[src/rtl/lsu_align_pkg.sv]
`default_nettype none
// ============================================================================
// Module : lsu_align_pkg
// Brief  : Shared access-size encodings, FSM state codes and legality check
//          for the load/store alignment unit.
// Rev    : 1.0  initial release
// ============================================================================
package lsu_align_pkg;

    // RV32 funct3 access sizes
    localparam logic [2:0] SZ_B  = 3'b000;
    localparam logic [2:0] SZ_H  = 3'b001;
    localparam logic [2:0] SZ_W  = 3'b010;
    localparam logic [2:0] SZ_BU = 3'b100;
    localparam logic [2:0] SZ_HU = 3'b101;

    localparam int         ST_W    = 2;
    localparam logic [1:0] ST_IDLE = 2'd0;
    localparam logic [1:0] ST_WAIT = 2'd1;
    localparam logic [1:0] ST_RESP = 2'd2;
    localparam logic [1:0] ST_FAIL = 2'd3;

    function automatic logic lsu_illegal(input logic       wr,
                                         input logic [2:0] size,
                                         input logic [1:0] off);
        logic bad;
        case (size)
            SZ_B:    bad = 1'b0;
            SZ_BU:   bad = wr;
            SZ_H:    bad = off[0];
            SZ_HU:   bad = wr | off[0];
            SZ_W:    bad = (off != 2'b00);
            default: bad = 1'b1;
        endcase
        return bad;
    endfunction

endpackage
`default_nettype wire

[src/rtl/lsu_align_if.sv]
`default_nettype none
// ============================================================================
// Module : lsu_align_if
// Brief  : Request/response and data-memory handshake bundle for lsu_align.
// Rev    : 1.0  initial release
// ============================================================================
interface lsu_align_if;
    logic        req;
    logic        wr;
    logic [2:0]  size;
    logic [31:0] addr;
    logic [31:0] wdata;
    logic [31:0] rdata;
    logic        done;
    logic        err;
    logic        busy;
    logic        mem_valid;
    logic        mem_ready;
    logic        mem_we;
    logic [31:0] mem_addr;
    logic [3:0]  mem_be;
    logic [31:0] mem_wdata;
    logic [31:0] mem_rdata;

    // Requester and memory side together
    modport master (
        output req, wr, size, addr, wdata, mem_ready, mem_rdata,
        input  rdata, done, err, busy, mem_valid, mem_we, mem_addr, mem_be, mem_wdata
    );

    modport slave (
        input  req, wr, size, addr, wdata, mem_ready, mem_rdata,
        output rdata, done, err, busy, mem_valid, mem_we, mem_addr, mem_be, mem_wdata
    );
endinterface
`default_nettype wire

[src/rtl/lsu_lane_fmt.sv]
`default_nettype none
// ============================================================================
// Module : lsu_lane_fmt
// Brief  : Combinational store lane replication / byte enables and load
//          extract with sign or zero extension.
// Rev    : 1.0  initial release
// ============================================================================
module lsu_lane_fmt
    import lsu_align_pkg::*;
(
    input  wire logic        i_wr,
    input  wire logic [2:0]  i_size,
    input  wire logic [1:0]  i_off,
    input  wire logic [31:0] i_wdata,
    input  wire logic [31:0] i_rdata,
    output logic             o_illegal,
    output logic [3:0]       o_be,
    output logic [31:0]      o_wdata,
    output logic [31:0]      o_rdata
);
    logic [31:0] w_shift;

    assign o_illegal = lsu_illegal(i_wr, i_size, i_off);
    assign w_shift   = i_rdata >> {i_off, 3'b000};

    always_comb begin
        o_be    = 4'b1111;
        o_wdata = i_wdata;
        if (i_wr) begin
            case (i_size)
                SZ_B: begin
                    o_be    = 4'b0001 << i_off;
                    o_wdata = {4{i_wdata[7:0]}};
                end
                SZ_H: begin
                    o_be    = i_off[1] ? 4'b1100 : 4'b0011;
                    o_wdata = {2{i_wdata[15:0]}};
                end
                default: ;
            endcase
        end
    end

    always_comb begin
        case (i_size)
            SZ_B:    o_rdata = {{24{w_shift[7]}}, w_shift[7:0]};
            SZ_BU:   o_rdata = {24'd0, w_shift[7:0]};
            SZ_H:    o_rdata = {{16{w_shift[15]}}, w_shift[15:0]};
            SZ_HU:   o_rdata = {16'd0, w_shift[15:0]};
            default: o_rdata = w_shift;
        endcase
    end
endmodule
`default_nettype wire

[src/rtl/lsu_align.sv]
`default_nettype none
// ============================================================================
// Module : lsu_align
// Brief  : Load/store unit: alignment check, word-aligned memory handshake
//          with timeout, and load result formatting.
// Rev    : 1.0  initial release
// ============================================================================
module lsu_align
    import lsu_align_pkg::*;
#(
    parameter int TIMEOUT = 255,
    parameter int CNT_W   = 8
) (
    input  wire logic  clk,
    input  wire logic  rst,
    lsu_align_if.slave bus
);
    logic [ST_W-1:0]  r_state;
    logic [ST_W-1:0]  w_state_nxt;
    logic             r_wr;
    logic [2:0]       r_size;
    logic [1:0]       r_off;
    logic [CNT_W-1:0] r_cnt;
    logic [CNT_W-1:0] w_cnt_inc;
    logic [31:0]      r_rdata;
    logic             r_done;
    logic             r_err;
    logic             r_mem_valid;
    logic             r_mem_we;
    logic [31:0]      r_mem_addr;
    logic [3:0]       r_mem_be;
    logic [31:0]      r_mem_wdata;

    logic             w_idle;
    logic             w_timeout;
    logic             w_illegal;
    logic             w_fmt_wr;
    logic [2:0]       w_fmt_size;
    logic [1:0]       w_fmt_off;
    logic [3:0]       w_be;
    logic [31:0]      w_wdata;
    logic [31:0]      w_rdata;
    logic             w_cap_req;
    logic             w_cap_rdata;
    logic             w_valid_nxt;
    logic             w_we_nxt;
    logic             w_done_nxt;
    logic             w_err_nxt;

    assign w_idle    = (r_state == ST_IDLE);
    assign w_cnt_inc = r_cnt + 1'b1;
    assign w_timeout = (w_cnt_inc == CNT_W'(TIMEOUT));

    // The formatter serves live request fields in IDLE and captured ones after
    assign w_fmt_wr   = w_idle ? bus.wr        : r_wr;
    assign w_fmt_size = w_idle ? bus.size      : r_size;
    assign w_fmt_off  = w_idle ? bus.addr[1:0] : r_off;

    lsu_lane_fmt u_fmt (
        .i_wr      (w_fmt_wr),
        .i_size    (w_fmt_size),
        .i_off     (w_fmt_off),
        .i_wdata   (bus.wdata),
        .i_rdata   (bus.mem_rdata),
        .o_illegal (w_illegal),
        .o_be      (w_be),
        .o_wdata   (w_wdata),
        .o_rdata   (w_rdata)
    );

    always_ff @(posedge clk) begin
        if (rst) r_state <= ST_IDLE;
        else     r_state <= w_state_nxt;
    end

    always_comb begin
        w_state_nxt = r_state;
        case (r_state)
            ST_IDLE: if (bus.req) w_state_nxt = w_illegal ? ST_FAIL : ST_WAIT;
            ST_WAIT: begin
                // A ready on the timeout cycle still completes normally
                if (bus.mem_ready)  w_state_nxt = ST_RESP;
                else if (w_timeout) w_state_nxt = ST_FAIL;
            end
            ST_RESP: w_state_nxt = ST_IDLE;
            ST_FAIL: w_state_nxt = ST_IDLE;
            default: w_state_nxt = ST_IDLE;
        endcase
    end

    always_comb begin
        w_cap_req   = w_idle & bus.req;
        w_cap_rdata = (r_state == ST_WAIT) & bus.mem_ready & ~r_wr;
        w_valid_nxt = (w_state_nxt == ST_WAIT);
        w_we_nxt    = w_valid_nxt & w_fmt_wr;
        w_done_nxt  = (r_state == ST_RESP) | (r_state == ST_FAIL);
        w_err_nxt   = (r_state == ST_FAIL);
    end

    always_ff @(posedge clk) begin
        if (rst) begin
            r_wr        <= 1'b0;
            r_size      <= 3'd0;
            r_off       <= 2'd0;
            r_cnt       <= '0;
            r_rdata     <= 32'd0;
            r_done      <= 1'b0;
            r_err       <= 1'b0;
            r_mem_valid <= 1'b0;
            r_mem_we    <= 1'b0;
            r_mem_addr  <= 32'd0;
            r_mem_be    <= 4'd0;
            r_mem_wdata <= 32'd0;
        end else begin
            r_done      <= w_done_nxt;
            r_err       <= w_err_nxt;
            r_mem_valid <= w_valid_nxt;
            r_mem_we    <= w_we_nxt;
            if (w_cap_req) begin
                r_wr   <= bus.wr;
                r_size <= bus.size;
                r_off  <= bus.addr[1:0];
                if (!w_illegal) begin
                    r_mem_addr  <= {bus.addr[31:2], 2'b00};
                    r_mem_be    <= w_be;
                    r_mem_wdata <= w_wdata;
                end
            end
            if (w_idle)
                r_cnt <= '0;
            else if ((r_state == ST_WAIT) && !bus.mem_ready)
                r_cnt <= w_cnt_inc;
            if (w_cap_rdata)
                r_rdata <= w_rdata;
        end
    end

    assign bus.rdata     = r_rdata;
    assign bus.done      = r_done;
    assign bus.err       = r_err;
    assign bus.busy      = ~w_idle;
    assign bus.mem_valid = r_mem_valid;
    assign bus.mem_we    = r_mem_we;
    assign bus.mem_addr  = r_mem_addr;
    assign bus.mem_be    = r_mem_be;
    assign bus.mem_wdata = r_mem_wdata;
endmodule
`default_nettype wire
[src/flat_wrapper.sv]
// flat-port wrapper written by rule: the top's interface ports become plain ports
module lsu_align_flat import lsu_align_pkg::*;
#(
    parameter int TIMEOUT = 255,
    parameter int CNT_W   = 8
)
  (clk, rst, bus_req, bus_wr, bus_size, bus_addr, bus_wdata, bus_mem_ready, bus_mem_rdata, bus_rdata, bus_done, bus_err, bus_busy, bus_mem_valid, bus_mem_we, bus_mem_addr, bus_mem_be, bus_mem_wdata);
  lsu_align_if bus_i ();
  input  wire logic clk;
  input  wire logic rst;
  input wire logic [$bits(bus_i.req)-1:0] bus_req;
  input wire logic [$bits(bus_i.wr)-1:0] bus_wr;
  input wire logic [$bits(bus_i.size)-1:0] bus_size;
  input wire logic [$bits(bus_i.addr)-1:0] bus_addr;
  input wire logic [$bits(bus_i.wdata)-1:0] bus_wdata;
  input wire logic [$bits(bus_i.mem_ready)-1:0] bus_mem_ready;
  input wire logic [$bits(bus_i.mem_rdata)-1:0] bus_mem_rdata;
  output wire logic [$bits(bus_i.rdata)-1:0] bus_rdata;
  output wire logic [$bits(bus_i.done)-1:0] bus_done;
  output wire logic [$bits(bus_i.err)-1:0] bus_err;
  output wire logic [$bits(bus_i.busy)-1:0] bus_busy;
  output wire logic [$bits(bus_i.mem_valid)-1:0] bus_mem_valid;
  output wire logic [$bits(bus_i.mem_we)-1:0] bus_mem_we;
  output wire logic [$bits(bus_i.mem_addr)-1:0] bus_mem_addr;
  output wire logic [$bits(bus_i.mem_be)-1:0] bus_mem_be;
  output wire logic [$bits(bus_i.mem_wdata)-1:0] bus_mem_wdata;
  assign bus_i.req = bus_req;
  assign bus_i.wr = bus_wr;
  assign bus_i.size = bus_size;
  assign bus_i.addr = bus_addr;
  assign bus_i.wdata = bus_wdata;
  assign bus_i.mem_ready = bus_mem_ready;
  assign bus_i.mem_rdata = bus_mem_rdata;
  assign bus_rdata = bus_i.rdata;
  assign bus_done = bus_i.done;
  assign bus_err = bus_i.err;
  assign bus_busy = bus_i.busy;
  assign bus_mem_valid = bus_i.mem_valid;
  assign bus_mem_we = bus_i.mem_we;
  assign bus_mem_addr = bus_i.mem_addr;
  assign bus_mem_be = bus_i.mem_be;
  assign bus_mem_wdata = bus_i.mem_wdata;
  lsu_align #(.TIMEOUT(TIMEOUT), .CNT_W(CNT_W)) u_core (.clk(clk), .rst(rst), .bus(bus_i));
endmodule
[config.mk]
export PLATFORM = sky130hd
export DESIGN_NAME = lsu_align_flat
export DESIGN_NICKNAME = d
export VERILOG_FILES = /design/src/rtl/lsu_align_pkg.sv /design/src/rtl/lsu_align_if.sv /design/src/rtl/lsu_lane_fmt.sv /design/src/rtl/lsu_align.sv /design/src/flat_wrapper.sv
export SDC_FILE = /design/constraint.sdc
export NUM_CORES = 1
export LEC_CHECK = 0
export ABC_AREA = 1
export ABC_CLOCK_PERIOD_IN_PS = 2300
export BUFFER_PORTS_ARGS = -buffer_cell sky130_fd_sc_hd__buf_2
export CORE_MARGIN = 2
export CORE_UTILIZATION = 50
export DETAILED_ROUTE_END_ITERATION = 8
export PLACE_DENSITY = 0.83
export SLEW_MARGIN = 20
export SYNTH_ARGS = -nofsm -noshare
export SYNTH_HDL_FRONTEND = slang
export SYNTH_SLANG_ARGS = --single-unit
[constraint.sdc]
create_clock -name clk -period 2.3 [get_ports clk]
set_clock_uncertainty 0.2 [all_clocks]
set_input_delay 0.23 -clock clk [delete_from_list [all_inputs] [get_ports clk]]
set_output_delay 0.23 -clock clk [all_outputs]
set_load 0.01 [all_outputs]
==> out/qor.txt <==
Drt first pass iters: 5
DRT antenna net count: 0
Fin cells: 1348
Vias per cell: 5.16
Layout Area Growth over Synthesis: 45.4%
Die width: 112 microns
Post-route setup TNS: 0 ns
Initial DRC Count: 734
Root buffer cell: clkbuf_16
Critical path required time: 2.43 ns
Row cnt: 39
CP max-delay cell: dfxtp_1
Hold Crit Depth: 5
Critical Path AT: 2.36 ns
FMAX: 0.449 GHz
Slew Limit Headroom: 65.3%
Startpoint Class: flip-flop
Fin. max-slew vios: 0
Grt met3 use: 9.36%
Largest net degree at the start of global routing: 68
PD cells: 843 mW/mm^2
DRC viols: 0
CP Max Fanout: 10
Syn Std Cell Area: 0.00581 sq mm
R2R depth: 10
Met1 GRT Util: 36.0%
Final min period: 2.23 ns
Sequential cell area: 0.00236 sq mm
CTS tree: yes
Layout cell share with drive strength beyond 1: 24.1%
Area contributors post-synth: dfxtp_1, nor2_1, nand2_1
Peak supply drop: 749 uV
Worst path max stage delay: 0.42 ns
Antenna violations before repair: 1
Clock Tree Buf Depth: 2
CTS clk-pin slew, worst paths: 0.06 ns
Area of the multi-input gates: 0.00285 sq mm
Via count: 6954
H-tree Lvls: 4
YS warnings: 0
Post-Route WL: 20.2 mm
Max-cap violations: 0
Async SR Flop Fraction: 0%
Worst-Skew Late Latency: 0.41 ns
Met2 global-route usage: 55.4%
Synth cell count leaders: nor2_1, nand2_1, dfxtp_1
Util after Layout: 74.3%
Net count, final: 1298
Initial Util: 51.1%
WL/cell: 15.0 microns
Vias in the first global route: 6496
Count leader, synth: nor2_1
I/O pins: 209
Top cell type's share of synthesized area: 40.6%
Post-synth top area cell: dfxtp_1
Synth Register Bits: 118
Die Height: 112 microns
Ys flop type: dfxtp_1
Antenna cell count: 0
Number of synthesized flops with an enable pin: 0
CP delay by family, top: simple AND/OR/NAND/NOR gates
Final Hold Viols: 0
Top Usage Layer GRT: met2
Mapped Cells: 907
Worst slew pin tran: 0.519 ns
Final GP Congestion: 0.893
Seq/Total Area, Yosys: 40.6%
Mapped Avg Cell Area: 6.41 sq um
Crit path buf inv count: 2
GRT overflow: 0
Gr usage total: 31.5%
Setup violators final: 0
Dpl hpwl: 11.8 mm
Crit-path cells: nor2_4 -> clkbuf_4 -> o21ai_4 -> nand2_1 -> nor2_2 -> buf_4 -> nand2_1 -> a21oi_1 -> nor2_1 -> nor2_1
CP Depth: 10
Dpl cells: 1225
DIE AREA: 0.0125 sq mm
Netlist cell types: 31
Leakage: 4.41 nW
Core box area: 0.0114 sq mm
CTS sink count: 118
Critical path capture point type: flip-flop
Input/output buffers: 206
Final period util: 96.8%
Worst min path class: input port to flip-flop
Status: complete, no violations
Setup CP Type: flip-flop to flip-flop
Fill cells: 840
First-pass GRT wire length: 31.8 mm
TritonCTS buffer count: 17
## path summary, 6_finish.rpt
path,startpoint,end,slack (ns)
setup / recovery,u_core.r_state[0]$_SDFF_PP0_,u_core.bus.mem_wdata[29]$_SDFFE_PP0P_,0.07
hold / removal,bus_mem_rdata[27],u_core.bus.rdata[27]$_SDFFE_PP0P_,0.02
setup reg to reg,u_core.r_state[0]$_SDFF_PP0_,u_core.bus.mem_wdata[29]$_SDFFE_PP0P_,0.07
hold reg to reg,u_core.r_off[0]$_SDFFE_PP0P_,u_core.r_off[0]$_SDFFE_PP0P_,0.27
## worst min-delay path, stage by stage
cell	delay (ns)
buf_2	0.11
a31oi_1	0.08
nand3_1	0.09
nand2_1	0.05
inv_1	0.04
## metrics by stage
stage | area, sq um | hold WS [ns] | worst slack, ns | total power [mW]
3_3_place_gp | 6910 | 0.257 | 0.0754 | 4.15
4_1_cts | 8350 | 0.00204 | 0.000177 | 6.98
5_1_grt | 8450 | 0.0349 | -0.0262 | 7.49
3_5_place_dp | 6910 | 0.263 | 0.0114 | 4.18
2_1_floorplan | 5820 | 0.175 | 0.471 | 3.62
6_report | 8450 | 0.0190 | 0.0726 | 7.13
## layer usage
metal	share of wire (%)	wire length, microns	vias to the layer above
met5	0.064	13	-
met4	2.6	522	2
met3	8.9	1800	52
met2	50	10000	374
met1	39	7850	3150
li1	-	-	3376
## sequential cells by signal (all words and copies together), names as in the netlist, 2 cells and up
signal,flops
u_core.bus.mem_addr,30
u_core.bus.mem_be,4
u_core.r_off,2
u_core.bus.mem_wdata,32
u_core.r_cnt,8
u_core.r_state,2
u_core.bus.rdata,32
u_core.r_size,3
## layout by cell type (no fill, tap or decap), types with 2 or more instances in the layout
cell type / n
buf_12: 3
nand3_2: 3
dlygate4sd3_1: 84
clkbuf_1: 2
nand2_1: 221
nand2_2: 8
buf_2: 206
nor2_2: 3
ha_1: 2
inv_1: 85
buf_4: 17
clkinvlp_4: 4
clkinv_2: 3
a21oi_1: 22
nor2_4: 4
a31oi_1: 8
bufinv_16: 3
nand3_1: 40
inv_2: 5
o21ai_1: 15
nand4_1: 6
nor2_1: 228
o21ai_2: 2
o21ai_0: 74
conb_1: 2
xnor2_1: 2
nand2_4: 3
o211ai_1: 2
clkbuf_16: 19
dfxtp_1: 117
## final cells by class
type | instances | share of cell area (%)
clock inverter | 12 | 1.81
inverter | 91 | 4.04
tap | 143 | 2.12
sequential | 118 | 28.0
multi-input combinational | 651 | 33.7
timing repair buffer | 313 | 25.0
clock buffer | 20 | 5.28
## report_power, final
part / internal, mW / total [mW] / switching, mW / leakage, nW
Clock: 1.73 / 2.70 / 0.975 / 0.282
Sequential: 2.30 / 2.43 / 0.139 / 0.966
Combinational: 0.771 / 1.99 / 1.22 / 3.16
Total: 4.80 / 7.13 / 2.33 / 4.41
## repair_timing
| item | in CTS | in global routing |
|---|---|---|
| endpoints found under the hold margin | 77 | 0 |
| hold buffers | 84 | 0 |
| gates resized for setup | 0 | 7 |
| setup buffers | 0 | 5 |
| endpoints found under the setup margin | 1 | 90 |
| gates cloned | 0 | 2 |
| pin swaps | 1 | 2 |
## logic make-up (layout without fill, tap and decap cells)
logic type,count (synthesis),after routing,synth area share (%)
xor gates and xnor gates,3,3,0.452
other,1,2,0.0645
and+or+nand+nor,517,517,36.0
buffers and inverters,139,436,11.0
AOI/OAI and AO/OA,127,127,11.5
DFF,118,118,40.6
adders and majority gates,2,2,0.430
Note: power is estimated with default switching activity, not from simulation.
